==> config.mk <==
export PLATFORM = sky130hd
export DESIGN_NAME = pc_redirect_ctrl
export DESIGN_NICKNAME = d
export VERILOG_FILES = /design/src/rtl/cpu_pkg.sv /design/src/rtl/pc_redirect_ctrl.sv
export SDC_FILE = /design/constraint.sdc
export NUM_CORES = 1
export LEC_CHECK = 0
export ABC_AREA = 1
export CAP_MARGIN = 20
export CORE_UTILIZATION = 46
export CTS_CLUSTER_DIAMETER = 60
export DETAILED_ROUTE_END_ITERATION = 10
export PLACE_DENSITY_LB_ADDON = 0.3
export SLEW_MARGIN = 20
export SYNTH_ARGS = -nofsm -noshare
export SYNTH_HDL_FRONTEND = slang
export SYNTH_SLANG_ARGS = --single-unit
==> constraint.sdc <==
create_clock -name clk -period 1.8 [get_ports clk]
set_input_delay 0.36 -clock clk [delete_from_list [all_inputs] [get_ports clk]]
set_output_delay 0.36 -clock clk [all_outputs]
set_load 0.01 [all_outputs]
==> src/rtl/cpu_pkg.sv <==
// rtl/cpu_pkg.sv - shared fetch-side constants and the redirect state type
//
// Purpose : common definitions used by the fetch PC redirect controller.
// Contents: RESET_PC_DEFAULT (boot fetch address), PC_INC (sequential step),
//           redirect_state_t (IDLE / PEND).
package cpu_pkg;

    localparam logic [31:0] RESET_PC_DEFAULT = 32'hBFC0_0000;
    localparam logic [31:0] PC_INC           = 32'd4;

    typedef enum logic {
        IDLE = 1'b0,   // no redirect outstanding
        PEND = 1'b1    // taken target latched, waiting for IF to advance
    } redirect_state_t;

endpackage

==> src/rtl/pc_redirect_ctrl.sv <==
// rtl/pc_redirect_ctrl.sv - fetch PC register with delayed-branch redirect and likely-branch annul
//
// Purpose : owns the fetch PC. Applies a taken ID-stage branch after the
//           delay slot, holds a resolved redirect across IF stalls, and
//           nullifies the delay slot of a not-taken branch-likely.
// Ports   :
//   clk, rst          clock, synchronous active-high reset
//   id_valid_i        ID holds a valid, non-annulled instruction
//   id_is_branch_i    ID instruction is a conditional branch
//   id_is_likely_i    ID branch is a likely variant
//   id_taken_i        branch condition from the ID comparator
//   id_pc_i           PC of the ID instruction
//   id_target_i       precomputed branch target
//   if_stall_i        IF/ID cannot advance this cycle
//   flush_i           exception / ERET flush
//   flush_pc_i        flush redirect address
//   pc_o              registered fetch PC
//   if_annul_o        registered: instruction entering ID is a nullified slot
//   id_link_addr_o    id_pc_i + 8, combinational
module pc_redirect_ctrl
    import cpu_pkg::*;
#(
    parameter logic [31:0] RESET_PC = RESET_PC_DEFAULT
) (
    input  logic        clk,
    input  logic        rst,
    input  logic        id_valid_i,
    input  logic        id_is_branch_i,
    input  logic        id_is_likely_i,
    input  logic        id_taken_i,
    input  logic [31:0] id_pc_i,
    input  logic [31:0] id_target_i,
    input  logic        if_stall_i,
    input  logic        flush_i,
    input  logic [31:0] flush_pc_i,
    output logic [31:0] pc_o,
    output logic        if_annul_o,
    output logic [31:0] id_link_addr_o
);

    redirect_state_t state_q, state_d;
    logic [31:0]     pc_q, pc_d;
    logic [31:0]     target_q, target_d;
    logic            annul_q, annul_d;
    // Annul request captured while stalled, issued on the first free cycle.
    logic            annul_pend_q, annul_pend_d;

    logic branch_ev;
    logic taken_ev;
    logic annul_cond;

    assign branch_ev  = id_valid_i & id_is_branch_i;
    assign taken_ev   = branch_ev & id_taken_i;
    assign annul_cond = branch_ev & id_is_likely_i & ~id_taken_i;

    // State register
    always_ff @(posedge clk) begin
        if (rst) begin
            state_q      <= IDLE;
            pc_q         <= RESET_PC;
            target_q     <= '0;
            annul_q      <= 1'b0;
            annul_pend_q <= 1'b0;
        end else begin
            state_q      <= state_d;
            pc_q         <= pc_d;
            target_q     <= target_d;
            annul_q      <= annul_d;
            annul_pend_q <= annul_pend_d;
        end
    end

    // Next-state / next-PC selection: flush > stall > pending > branch > sequential
    always_comb begin
        state_d      = state_q;
        pc_d         = pc_q;
        target_d     = target_q;
        annul_d      = 1'b0;
        annul_pend_d = annul_pend_q;

        if (flush_i) begin
            // Flush overrides everything; any pending redirect is discarded.
            pc_d         = flush_pc_i;
            state_d      = IDLE;
            target_d     = '0;
            annul_pend_d = 1'b0;
        end else if (if_stall_i) begin
            // PC holds. In PEND the frozen ID branch is not sampled again.
            if (state_q == IDLE) begin
                if (taken_ev) begin
                    target_d = id_target_i;
                    state_d  = PEND;
                end
                if (annul_cond) begin
                    annul_pend_d = 1'b1;
                end
            end
        end else if (state_q == PEND) begin
            pc_d         = target_q;
            state_d      = IDLE;
            annul_d      = annul_pend_q;
            annul_pend_d = 1'b0;
        end else begin
            if (taken_ev) begin
                pc_d = id_target_i;
            end else begin
                pc_d = pc_q + PC_INC;
            end
            annul_d      = annul_cond | annul_pend_q;
            annul_pend_d = 1'b0;
        end
    end

    // Outputs
    always_comb begin
        pc_o           = pc_q;
        if_annul_o     = annul_q;
        id_link_addr_o = id_pc_i + 32'd8;
    end

endmodule

==> key figures, run 1 <==
Global routing
  – GRT overflow: 0
  – Largest net degree at the start of global routing: 27
  – Antenna violations before repair: 1
  – Number of global-route vias before repair: 5,941
  – Gr usage total: 32.1%
  – First-pass GRT wire length: 28.2 mm

Critical path
  – Req. time, crit path: 1440 ps
  – CP Launch Type: input pin
  – Worst-case reg-to-reg path depth: 12
  – R2R Setup Slk: 130 ps
  – Critical Path AT: 1520 ps
  – Critical Path Fanout Max: 3
  – Crit path kind: in2out
  – Reg2reg end: pc_o[28]$_SDFFE_PP1P_
  – Critical Path Sink Type: output pin
  – FF-to-FF Start: pc_o[2]$_SDFFE_PP0P_

Clock network
  – Worst-case clock buffer depth: 2
  – Root Driver: clkbuf_8
  – Worst-path clk slew: 80 ps
  – Clock Sinks: 67
  – H-Tree Level Count: 3
  – CTS buffer count: 9
  – Cts hold-fix bufs: 0
  – CTS tree: built
  – Clk_lat worst skew: 370 ps

Drt
  – Via count: 6,356
  – DR iter-0 viols: 360
  – Drt pass-1 iters: 5
  – Post-DRT Antenna Nets: 0
  – Detailed Route WL: 17.9 mm
  – WL per Instance: 14.8 um
  – Detail-routed via count per cell: 5.24
  – DR DRC count: 0

Status
  – Status: finished with violations
  – Failing checks: setup timing

Timing
  – Unrepaired setup endpoints after global routing: yes
  – Period Utilization, post-route: 105%
  – Final setup vio count: 11
  – Final Skew: 13.3 ps
  – Worst setup margin: -83.4 ps
  – Measured slew at the worst slew-check pin: 526 ps
  – Final critical-path required period: 1880 ps
  – Min Hold Slack: 463 ps
  – Worst slew margin: 64.9%
  – Max Freq: 531 MHz
  – Slew Limit Fails: 0
  – Final hold viol count: 0

Min path
  – WHS Endpoint: target_q[25]$_SDFFE_PP0P_
  – Min-Delay Path Depth: 2
  – Min-Delay Path Class: reg2reg
  – Hold Crit Start: target_q[25]$_SDFFE_PP0P_

Synth
  – Area share of the largest cell type after synthesis: 27.5%
  – Top-count cell post-synth: nand2_1
  – Syn Std Cell Area: 0.00488 mm2
  – Flops & latches, synth: 67
  – Primary FF master, synth: dfxtp_1
  – Number of synthesized flops with an enable pin: 0
  – Synth top area cells: dfxtp_1 27%, nand2_1 20%, nor2_1 8.2%, a21oi_1 6.7%, inv_1 6.6%
  – Ys Warns: 0
  – Register area share after synthesis: 27.5%
  – Post-Syn Nets: 938
  – Avg Synthesized Cell Area: 5.87 um2
  – Yosys cell types: 34
  – Post-synth top area cell: dfxtp_1
  – Post-synthesis cell count: 832
  – Asr flop ratio synth: 0%
  – Commonest cells post-synth: 264 x nand2_1, 107 x nor2_1, 86 x inv_1

Floorplanning
  – Die Y: 105 um
  – Core Area: 0.0103 mm2
  – Starting density of the core: 47.3%
  – Die Area: 0.0110 mm2
  – Io pins: 169
  – Num rows: 37
  – Chip Width: 105 um

Run
  – Number of max-cap violations: 0

Placement
  – Setup WS pre-CTS: -1070 ps
  – Post-detail-place hpwl: 13.2 mm
  – Placer Congestion: 0.926
  – IO buf count: 162

Power
  – Combinational power share: 28.5%
  – Net Sw Frac: 32.7%
  – Internal power: 2820 uW
  – Seq pwr share: 39.1%
  – Clock power frac: 32.4%
  – Lkg Pwr: 0.00353 uW
  – Psw: 1370 uW
  – Peak VDD IR: 413 uV
  – Pwr/cell area: 551 mW/mm2

Cells and area
  – P&R area growth vs syn: 55.4%
  – Layout cell share with drive strength beyond 1: 22.8%
  – Final core occ: 73.5%
  – Nets: 1,178
==> power groups by stage <==
stage	logic, uW	registers (uW)	clock network (uW)
2_1_floorplan	459	1680	0
3_3_place_gp	1150	1660	0
3_5_place_dp	1170	1660	0
4_1_cts	1160	1630	1360
5_1_grt	1290	1650	1420
6_report	1190	1640	1350
==> how the worst max path moves through the flow <==
stage / startpoint / end / slack [ps] / cells past startpoint
floorplan: id_pc_i[3] / id_link_addr_o[25] / 2 / 8
global placement: id_pc_i[3] / id_link_addr_o[25] / -1000 / 10
detailed placement: id_pc_i[3] / id_link_addr_o[25] / -1070 / 10
CTS: id_pc_i[4] / id_link_addr_o[25] / -90 / 10
global route: id_pc_i[4] / id_link_addr_o[25] / -160 / 10
finish: id_pc_i[4] / id_link_addr_o[25] / -80 / 10
==> what timing repair did <==
item                       in CTS  in global routing
setup endpoints to repair      31                 35
resized for setup             226                 46
buffers inserted                8                  4
pin swaps                      41                 20
==> kinds of logic after synthesis <==
logic type      synth area share, %
buf+inv                        10.3
flops                          27.5
compound gates                 15.3
simple gates                   41.0
fa+ha+maj                     0.512
xor+xnor                       5.38
==> layout make-up <==
| type | count | area (um2) |
|---|---|---|
| Clock inverter | 7 | 82.6 |
| Inverter | 89 | 334 |
| Fill cell | 868 | 2740 |
| Antenna cell | 1 | 2.50 |
| Timing Repair Buffer | 264 | 2260 |
| Sequential cell | 67 | 1350 |
| Clock buffer | 9 | 124 |
| Multi-Input combinational cell | 641 | 3260 |
| Tap cell | 136 | 170 |
==> registers in the layout, indices dropped and copies added, names as in the netlist <==
signal	count
annul_pend_q	1
if_annul_o	1
pc_o	32
state_q	1
target_q	32
==> through the flow <==
| stage | cell area, um2 | std cells | TNS [ps] | power [uW] |
|---|---|---|---|---|
| 2_1_floorplan | 4890 | 832 | 0 | 2140 |
| 3_5_place_dp | 7210 | 1185 | -26790 | 2830 |
| 5_1_grt | 7590 | 1214 | -1450 | 4360 |
| 3_3_place_gp | 7210 | 1185 | -24030 | 2820 |
| 6_report | 7590 | 1214 | -337 | 4180 |
| 4_1_cts | 7430 | 1209 | -292 | 4150 |
==> cell usage in the layout (no fill, tap or decap), types with 7 or more instances in the layout <==
cell type | synthesis | layout
buf_4 | 6 | 101
dfxtp_2 | 0 | 7
nand3_1 | 50 | 44
inv_1 | 86 | 78
buf_6 | 0 | 8
xnor2_1 | 14 | 11
o21ai_0 | 54 | 54
nor2_4 | 8 | 10
clkbuf_8 | 0 | 9
buf_2 | 12 | 30
a211oi_1 | 8 | 8
nor2_1 | 107 | 100
xor2_1 | 16 | 16
inv_2 | 3 | 11
dfxtp_1 | 67 | 59
a21oi_1 | 65 | 65
nand2_2 | 5 | 13
nand2_1 | 264 | 254
nand4_1 | 7 | 7
nor2_2 | 7 | 12
clkdlybuf4s50_1 | 0 | 103
==> routing by layer <==
metal / global-route usage, % / vias up / wire [um]
met5: 0 / - / 0
met1: 38.8 / 2853 / 7310
li1: - / 3127 / -
met3: 5.74 / 52 / 1340
met4: 12.3 / 0 / 567
met2: 56.2 / 324 / 8700
==> worst max-delay path, stage by stage <==
cell and delay [ps]:
buf_8 80, ha_4 130, nand3_2 70, nor2_2 90, nand2_2 110, nor2_4 120
nand4_1 110, nor2_1 140, xor2_1 160, buf_2 150
No activity file was read; power rests on OpenSTA's default activity.
==> run 2, diff against run 1 <==
- TNS_END_PERCENT: not set -> 10
==> key figures, run 2 (synthesized netlist as in run 1, its figures left out) <==
Cells and area
  – Multi-input gate area: 0.00318 mm2 (-2.4%)
  – Commonest non-fill, non-tap cells in the layout: 256 x nand2_1, 104 x clkdlybuf4s50_1, 101 x nor2_1
  – Layout cell share with drive strength beyond 1: 21.3% (-1.5 points)
  – Non-filler instance count after layout: 1,210 (-0.33%)
  – Most common cell after layout, fill and taps aside: nand2_1
  – P&R area growth vs syn: 53.3%
  – Fillers: 900 (+3.7%)
  – Nets: 1,175 (-0.25%)
  – Final instance area: 0.00748 mm2 (-1.4%)
  – Storage cell area: 0.00136 mm2 (about the same)
  – # diodes: 0 (-1)

Placement
  – Post-detail-place hpwl: 13.2 mm (unchanged)
  – Placer Congestion: 0.926 (unchanged)
  – Placed Cells: 1,185 (unchanged)
  – Placed Area: 0.00721 mm2 (unchanged)
  – IO buf count: 162 (unchanged)

Min path
  – Min-Delay Path Depth: 2 (unchanged)
  – WHS Endpoint: target_q[25]$_SDFFE_PP0P_
  – Min-Delay Path Class: reg2reg
  – Hold Crit Start: target_q[25]$_SDFFE_PP0P_

Drt
  – Drt pass-1 iters: 6 (+1)
  – DR DRC count: 0 (unchanged)
  – Via count: 6,300 (-0.88%)
  – Detailed Route WL: 17.6 mm (-2.0%)
  – Detail-routed via count per cell: 5.21 (-0.55%)
  – WL per Instance: 14.5 um (-1.7%)
  – Met3 WL: 1.42 mm (+5.9%)
  – WL met2: 8.53 mm (-2.0%)
  – Post-DRT Antenna Nets: 0 (unchanged)
  – Top Layer Used: met4
  – M1 WL: 7.14 mm (-2.3%)
  – DR iter-0 viols: 369 (+2.5%)

Critical path
  – FF-to-FF Start: pc_o[2]$_SDFFE_PP0P_
  – CP Launch Type: input pin
  – R2R Setup Slk: 130 ps (about the same)
  – Crit path kind: in2out
  – Critical Path AT: 1530 ps (about the same)
  – Req. time, crit path: 1440 ps (about the same)
  – Worst-case reg-to-reg path depth: 12 (unchanged)
  – Critical Path Fanout Max: 3 (unchanged)
  – Reg2reg end: pc_o[28]$_SDFFE_PP1P_
  – CP startpoint: id_pc_i[4]
  – Critical Path Sink Type: output pin

Timing
  – Slew Limit Fails: 0 (unchanged)
  – Period Utilization, post-route: 105% (+0.50 points)
  – Worst slew margin: 64.6% (-0.27 points)
  – Max Freq: 528 MHz (-0.48%)
  – Measured slew at the worst slew-check pin: 530 ps (+3.99 ps)
  – Final hold viol count: 0 (unchanged)
  – Worst setup margin: -92.4 ps (-9.08 ps)
  – Final setup vio count: 11 (unchanged)
  – Final critical-path required period: 1890 ps (+9.08 ps)
  – Unrepaired setup endpoints after global routing: yes
  – Final Skew: 13.0 ps (-0.325 ps)

Clock network
  – Clk_lat worst skew: 370 ps (about the same)
  – Clock Sinks: 67 (unchanged)
  – CTS tree: built
  – Root Driver: clkbuf_8
  – Cts hold-fix bufs: 0 (unchanged)
  – H-Tree Level Count: 3 (unchanged)
  – CTS buffer count: 9 (unchanged)
  – Worst-case clock buffer depth: 2 (unchanged)
  – Worst-path clk slew: 80 ps (about the same)

Run
  – Number of max-cap violations: 0 (unchanged)

Floorplanning
  – Die Area: 0.0110 mm2 (unchanged)
  – Starting density of the core: 47.3% (unchanged)
  – Core Area: 0.0103 mm2 (unchanged)
  – Io pins: 169 (unchanged)
  – Die Y: 105 um (unchanged)
  – Chip Width: 105 um (unchanged)
  – Num rows: 37 (unchanged)

Global routing
  – First-pass GRT wire length: 28.0 mm (-0.73%)
  – Antenna violations before repair: 0 (-1)
  – Number of global-route vias before repair: 5,923 (-0.30%)
  – Largest net degree at the start of global routing: 27 (unchanged)
  – GRT overflow: 0 (unchanged)
  – Gr usage total: 31.9% (-0.20 points)

Power
  – Peak VDD IR: 412 uV (-0.27%)
  – Lkg Pwr: 0.00347 uW (-1.7%)
  – Pwr/cell area: 556 mW/mm2 (+0.97%)
  – PnR Total Power: 4160 uW (-0.43%)

Status
  – Status: finished with violations
  – Failing checks: setup timing
-- run 2: changes by cell type in the layout (fill, tap and decap cells not counted), sizes merged --
cell           before  now
clkdlybuf4s50     103  104
dlygate4sd2         6    8
diode               1    0
clkdlybuf4s15       4    7
buf               142  133
-- run 2: stage by stage --
stage | utilization, % | setup slack, ps | setup TNS [ps] | hold WS, ps
after global routing | 72.5 | -172 | -1710 | 478
after global placement | 69.9 | -996 | -24030 | 434
after detailed placement | 69.9 | -1070 | -26790 | 448
final | 72.5 | -92.4 | -494 | 463
after CTS | 72.0 | -102 | -484 | 461
after floorplan | - | 1.51 | 0 | 424
-- run 2: what timing repair did --
action                     CTS  global route
pin swaps                   34            12
setup endpoints to repair   31            36
gates resized for setup    207            27
buffers inserted             7             2
-- run 2: how the worst max path moves through the flow --
stage	endpoint	slack, ps
6_report	id_link_addr_o[25]	-90
3_5_place_dp	id_link_addr_o[25]	-1070
3_3_place_gp	id_link_addr_o[25]	-1000
5_1_grt	id_link_addr_o[25]	-170
2_1_floorplan	id_link_addr_o[25]	2
4_1_cts	id_link_addr_o[24]	-100
-- run 2: power by group --
| part | internal (uW) | switching (uW) |
|---|---|---|
| Clock | 661 | 694 |
| Sequential | 1550 | 83.0 |
| Combinational | 597 | 576 |
| Total | 2810 | 1350 |
-- run 2: worst max-delay path: stages --
cell and delay [ps]:
buf_8 80, ha_4 130, nand3_2 70, nor2_2 90
nand2_2 110, nor2_4 120, nand4_1 120, nor2_1 150
xor2_1 160, buf_2 150
-- run 2: area by class of cell --
class	count	share of cell area, %
inverters	89	4.46
well taps	136	2.27
clock buffers	9	1.66
flip-flops and latches	67	18.1
repair buffers	261	29.9
clock inverters	7	1.10
multi-input cells	641	42.5
-- run 2: metal layers --
layer	track usage [%]	up-vias
met2	56.0	307
met1	38.3	2838
met4	12.8	0
li1	-	3115
met3	5.68	40
met5	0	-
